### config.mk
export PLATFORM = sky130hd
export DESIGN_NAME = tx_sched_rr
export DESIGN_NICKNAME = d
export VERILOG_FILES = /design/src/rtl/tx_pkg.sv /design/src/rtl/tx_rr_pick.sv /design/src/rtl/tx_sched_rr.sv
export SDC_FILE = /design/constraint.sdc
export NUM_CORES = 1
export LEC_CHECK = 0
export CAP_MARGIN = 5
export CORE_AREA = 2 2 334 336
export CTS_BUF_LIST = sky130_fd_sc_hd__clkbuf_8
export DETAILED_ROUTE_END_ITERATION = 10
export DIE_AREA = 0 0 336 338
export SLEW_MARGIN = 20
export SYNTH_ARGS = -nofsm -noshare
export SYNTH_HDL_FRONTEND = slang
export SYNTH_SLANG_ARGS = --single-unit
### constraint.sdc
create_clock -name clk -period 2.45 [get_ports clk]
set_input_delay 0.49 -clock clk [delete_from_list [all_inputs] [get_ports clk]]
set_output_delay 0.49 -clock clk [all_outputs]
set_load 0.01 [all_outputs]
### src/rtl/tx_pkg.sv
// Shared definitions for the tx packet scheduler: word format and FSM encoding.
package tx_pkg;

  localparam int PKT_W = 139;

  // Word-type tag carried in bits [138:136] of every packet word.
  typedef enum logic [2:0] {
    HDR_MID  = 3'b100,
    HDR_HEAD = 3'b101,
    HDR_TAIL = 3'b110
  } hdr_t;

  typedef enum logic [1:0] {
    ST_IDLE = 2'd0,
    ST_XFER = 2'd1,
    ST_DROP = 2'd2,
    ST_WAIT = 2'd3
  } state_t;

  function automatic logic is_tail(input logic [PKT_W-1:0] w);
    return w[PKT_W-1 -: 3] == HDR_TAIL;
  endfunction

endpackage

### src/rtl/tx_rr_pick.sv
// Rotating-priority picker: first requesting port after last_grant, wrapping.
module tx_rr_pick #(
  parameter int NPORT = 4,
  parameter int GW    = (NPORT > 1) ? $clog2(NPORT) : 1
) (
  input  logic [NPORT-1:0] req,
  input  logic [GW-1:0]    last_grant,
  output logic [GW-1:0]    grant,
  output logic             grant_vld
);

  // Walk from farthest to nearest so the nearest requester is the last write.
  always_comb begin
    grant     = '0;
    grant_vld = 1'b0;
    for (int k = NPORT; k >= 1; k--) begin
      if (req[(int'(last_grant) + k) % NPORT]) begin
        grant     = GW'((int'(last_grant) + k) % NPORT);
        grant_vld = 1'b1;
      end
    end
  end

endmodule

### src/rtl/tx_sched_rr.sv
// Packet-granular round-robin scheduler feeding one tx packet/valid FIFO pair
// from NPORT show-ahead source FIFO pairs, with per-port fwd/drop counters.
module tx_sched_rr
  import tx_pkg::*;
#(
  parameter int         NPORT    = 4,
  parameter logic [7:0] USEDW_TH = 8'd161
) (
  input  logic                   clk,
  input  logic                   reset_n,
  input  logic [NPORT*PKT_W-1:0] src_pkt_q,
  input  logic [NPORT-1:0]       src_pkt_empty,
  output logic [NPORT-1:0]       src_pkt_rdreq,
  input  logic [NPORT-1:0]       src_valid_q,
  input  logic [NPORT-1:0]       src_valid_empty,
  output logic [NPORT-1:0]       src_valid_rdreq,
  output logic [PKT_W-1:0]       tx_pkt,
  output logic                   tx_pkt_wrreq,
  output logic                   tx_pkt_valid,
  output logic                   tx_pkt_valid_wrreq,
  input  logic [7:0]             tx_pkt_usedw,
  output logic [NPORT*16-1:0]    fwd_cnt,
  output logic [NPORT*16-1:0]    drop_cnt
);

  localparam int GW = (NPORT > 1) ? $clog2(NPORT) : 1;

  state_t                 r_state, w_next;
  logic [GW-1:0]          r_grant, r_last, w_pick;
  logic                   w_pick_vld, w_start, w_avail, w_tail, w_busy, w_fwd;
  logic [NPORT-1:0]       w_req;
  logic [PKT_W-1:0]       w_word;
  logic [NPORT-1:0][15:0] r_fwd, r_drop;

  assign w_req   = ~src_valid_empty;
  assign w_word  = src_pkt_q[int'(r_grant)*PKT_W +: PKT_W];
  assign w_avail = ~src_pkt_empty[r_grant];
  assign w_tail  = is_tail(w_word);
  assign w_busy  = (r_state == ST_XFER) || (r_state == ST_DROP);
  assign w_fwd   = (r_state == ST_XFER) && w_avail;
  // Fill level only gates the start of a packet; a started one always completes.
  assign w_start = (tx_pkt_usedw <= USEDW_TH) && w_pick_vld;

  tx_rr_pick #(.NPORT(NPORT), .GW(GW)) u_pick (
    .req        (w_req),
    .last_grant (r_last),
    .grant      (w_pick),
    .grant_vld  (w_pick_vld)
  );

  always_ff @(posedge clk or negedge reset_n) begin
    if (!reset_n) begin
      r_state <= ST_IDLE;
      r_grant <= '0;
      r_last  <= GW'(NPORT - 1);
    end else begin
      r_state <= w_next;
      if (r_state == ST_IDLE && w_start) begin
        r_grant <= w_pick;
        r_last  <= w_pick;
      end
    end
  end

  always_comb begin
    w_next          = r_state;
    src_pkt_rdreq   = '0;
    src_valid_rdreq = '0;
    case (r_state)
      ST_IDLE: if (w_start) w_next = src_valid_q[w_pick] ? ST_XFER : ST_DROP;
      ST_XFER, ST_DROP: begin
        if (w_avail) begin
          src_pkt_rdreq[r_grant] = 1'b1;
          if (w_tail) begin
            src_valid_rdreq[r_grant] = 1'b1;
            w_next                   = ST_WAIT;
          end
        end
      end
      // One dead cycle so tx_pkt_usedw reflects the packet just written.
      ST_WAIT: w_next = ST_IDLE;
      default: w_next = ST_IDLE;
    endcase
  end

  always_ff @(posedge clk or negedge reset_n) begin
    if (!reset_n) begin
      tx_pkt             <= '0;
      tx_pkt_wrreq       <= 1'b0;
      tx_pkt_valid       <= 1'b0;
      tx_pkt_valid_wrreq <= 1'b0;
    end else begin
      tx_pkt_wrreq       <= w_fwd;
      tx_pkt_valid       <= w_fwd && w_tail;
      tx_pkt_valid_wrreq <= w_fwd && w_tail;
      if (w_fwd) tx_pkt <= w_word;
    end
  end

  always_ff @(posedge clk or negedge reset_n) begin
    if (!reset_n) begin
      r_fwd  <= '0;
      r_drop <= '0;
    end else begin
      for (int p = 0; p < NPORT; p++) begin
        if (w_busy && w_avail && w_tail && r_grant == GW'(p)) begin
          if (r_state == ST_XFER) r_fwd[p]  <= r_fwd[p] + 16'd1;
          else                    r_drop[p] <= r_drop[p] + 16'd1;
        end
      end
    end
  end

  assign fwd_cnt  = r_fwd;
  assign drop_cnt = r_drop;

endmodule

==> impl_metrics.yaml <==
run_status:
  outcome: "complete, but fails checks"
  violations: "setup timing"
sta:
  fmax_ghz: 0.329
  min_period_over_period_pct: 124
  worst_pin_slew_ns: 0.719
  finalCriticalPeriod_ns: 3.04
  rsz0062_at_grt: "yes"
  setup_viol: 108
  finClkSkew_ns: 0.0483
  final_hold_viol_count: 0
  slew_viol_final: 0
  hold-worst-slack_ns: 0.390
  maxSlewHeadroom_pct: 52.1
  worst_slack_ns: -0.591
logic_synthesis:
  synth_cells: 1088
  muxShareOfSynthArea_pct: 32.2
  ys_seq_area_share_pct: 45.6
  yosys_warnings: 0
  async_reset_ff_share_pct: 100
  ys_seq_elements: 275
  synth_fa_ha_area_share_pct: 0.829
  synth_top_family_by_area: "multiplexers"
  ys.flop_type: "dfrtp_1"
  yosys.area_share.simple_pct: 10.9
  synth_edf_count: 0
  ys_types: 47
  syn_area_mm2: 0.0151
  synth_compound_area_share_pct: 0.846
  synth_xor_area_share_pct: 6.97
  syn_area_per_cell_um2: 13.9
  synth_nets: 1676
worst_setup_path:
  cp.required_ns: 1.96
  worstPathArrival_ns: 2.55
  crit_fanout: 4
  critPathKind: "flop to output pin"
  r2r_cells: 8
  rrSetupSlack_ns: -0.31
  endpoint_kind: "output pin"
  start_kind: "flop"
  r2r-start: "r_grant[1]$_DFFE_PN0P_"
  r2r-end: "fwd_cnt[51]$_DFFE_PN0P_"
global_route:
  grt_pass1_vias: 14600
  grt_first_pass_wirelength_um: 127000
  grt_usage_pct: 16.6
  grt-ovfl-total: 0
  antenna_found_initial: 64
  grt_max_degree: 62
clock_tree:
  worst_skew_pair.late_latency_ns: 0.71
  htree_levels: 2
  cts_buffers: 54
  clkTransAtPathRegs_ns: 0.06
  tritoncts: "done"
  clockBufferDepth: 3
  cts_root_buffer: "clkbuf_8"
  cts.sinks: 275
die:
  io_pins: 856
  start_util_pct: 13.7
  rows: 122
  die_y_um: 338
  dieArea_mm2: 0.114
  core-area_mm2: 0.110
  fp.dieW_um: 336
drt:
  drtPass1Iterations: 5
  antenna_left: 0
  route.vias.total: 14400
  route.detailed.drc: 0
  viasPerCell: 4.02
  post_drt_wl_per_cell_um: 27.9
  wl_um: 100000
  drtIter0Drc: 775
cells_and_area:
  final_util_pct: 25.5
  regArea_mm2: 0.00689
  fill_cells: 11600
  nNetsFinal: 2623
  layout-drive-gt1-share_pct: 27.7
  area_delta_synth_final_pct: 86.4
  multiInputGateArea_mm2: 0.00822
placement:
  portBuffers: 854
  dp_hpwl_um: 83000
  place_congestion: 0.966
  post-place-ws_ns: -0.803
power:
  power.density_mw_per_mm2: 980
  p_leak_nw: 11.0
  ir_drop_mv: 0.651
flow_run:
  drv_cap: 0
worst_hold_path:
  hp-class: "input port to async pin"
worst max path at each step:
| stage | end | startpoint |
|---|---|---|
| after detailed placement | src_valid_rdreq[0] | src_pkt_empty[2] |
| final | src_valid_rdreq[0] | r_grant[1]$_DFFE_PN0P_ |
| after global routing | src_valid_rdreq[0] | r_grant[1]$_DFFE_PN0P_ |
| after CTS | src_valid_rdreq[0] | r_grant[1]$_DFFE_PN0P_ |
| after floorplan | src_valid_rdreq[0] | r_grant[1]$_DFFE_PN0P_ |
| after global placement | src_valid_rdreq[0] | src_pkt_empty[2] |
sequential cells by signal, indices dropped and copies added, names as in the netlist:
signal              count
tx_pkt_wrreq            1
r_state                 2
r_grant                 2
tx_pkt_valid_wrreq      1
tx_pkt                139
r_last                  2
fwd_cnt                64
drop_cnt               64
synthesized netlist by cell type (2+ instances only):
| cell type | n | area share (%) |
|---|---|---|
| a21oi_1 | 3 | 0.099 |
| nor4_2 | 12 | 1.0 |
| buf_2 | 20 | 0.66 |
| o22ai_1 | 2 | 0.083 |
| nand4_1 | 48 | 2.0 |
| a21o_1 | 2 | 0.099 |
| clkbuf_1 | 30 | 0.75 |
| nand2b_1 | 6 | 0.25 |
| buf_6 | 6 | 0.45 |
| buf_4 | 2 | 0.099 |
| and2_1 | 7 | 0.29 |
| or3_1 | 6 | 0.25 |
| xor2_1 | 48 | 2.8 |
| nor4b_1 | 4 | 0.23 |
| nand3_1 | 51 | 1.7 |
| nor4_1 | 17 | 0.70 |
| nor2b_1 | 3 | 0.12 |
| mux4_2 | 140 | 21 |
| nor2_1 | 31 | 0.77 |
| and4_1 | 9 | 0.52 |
| dfstp_2 | 2 | 0.35 |
| mux2_2 | 149 | 11 |
| and3_1 | 19 | 0.79 |
| xnor2_1 | 72 | 4.2 |
| dfrtp_1 | 273 | 45 |
| nand2_1 | 51 | 1.3 |
| ha_1 | 10 | 0.83 |
| buf_1 | 13 | 0.32 |
| nor3_1 | 20 | 0.66 |
| inv_1 | 15 | 0.37 |
cells in the final DEF, fill, tap and decap left out, drive strengths merged, types with 3 or more instances in the layout:
cell type / Yosys / routed
and2: 7 / 7
inv: 15 / 22
a21oi: 3 / 3
nor2b: 3 / 3
dfrtp: 273 / 273
xor2: 48 / 48
buf: 41 / 113
mux2: 150 / 150
clkinv: 0 / 10
xnor2: 72 / 72
nor4b: 4 / 4
and4: 9 / 9
clkdlybuf4s50: 0 / 829
nand2b: 6 / 6
or3: 6 / 6
dlygate4sd2: 0 / 14
nand2: 51 / 51
ha: 10 / 10
mux4: 140 / 140
bufinv: 0 / 5
clkbuf: 30 / 82
nor4: 29 / 29
diode: 0 / 18
and3: 19 / 19
nor3: 20 / 20
nand4: 48 / 48
nor2: 31 / 31
nand3: 51 / 51
cells by family after synthesis:
family,count (synthesis)
AOI/OAI and AO/OA,17
muxes,291
DFF,275
adders and majority gates,10
buffers and inverters,86
and+or+nand+nor,289
xor gates and xnor gates,120
worst max-delay path: stages, from the launching register on:
cell	delay, ns
dfrtp_4	0.52
mux2_4	0.38
or3_4	0.35
a21o_4	0.22
buf_8	0.14
nor3_4	0.10
buf_2	0.15
area by class of cell:
cell class              count  share of cell area, %
inverters                  15                  0.200
diodes                     18                  0.160
clock inverters            24                  0.979
flip-flops and latches    275                   24.5
repair buffers            962                   34.5
well taps                1488                   6.62
clock buffers              78                   3.82
multi-input cells         727                   29.2
report_power, final:
group / internal, mW / switching, mW
Sequential: 5.97 / 0.944
Clock: 3.37 / 2.39
Combinational: 7.85 / 7.03
layer usage:
| metal | global-route usage, % | vias to the layer above | routed length, um |
|---|---|---|---|
| li1 | - | 6095 | - |
| met1 | 18.8 | 7355 | 36900 |
| met2 | 26.4 | 755 | 46700 |
| met3 | 8.64 | 175 | 12600 |
| met4 | 6.14 | 34 | 3750 |
| met5 | 0 | - | 219 |
through the flow:
stage          power (mW)  instance area (um2)  cells  setup TNS [ns]
3_3_place_gp         21.4                26100   3452          -66.12
3_5_place_dp         21.5                26100   3452          -66.28
6_report             27.6                28100   3587          -13.23
5_1_grt              29.0                28100   3581          -17.97
4_1_cts              27.7                27700   3562           -8.14
2_1_floorplan        13.7                15100   1088               0
repair_timing:
action | in CTS | in global routing
buffers inserted | 6 | 4
endpoints found under the hold margin | 43 | 0
endpoints found under the setup margin | 169 | 163
pin swaps | 2 | 19
gates cloned | 1 | 3
resized for setup | 78 | 66
hold buffers | 1 | 0
Power figures use the tool's default switching activity.
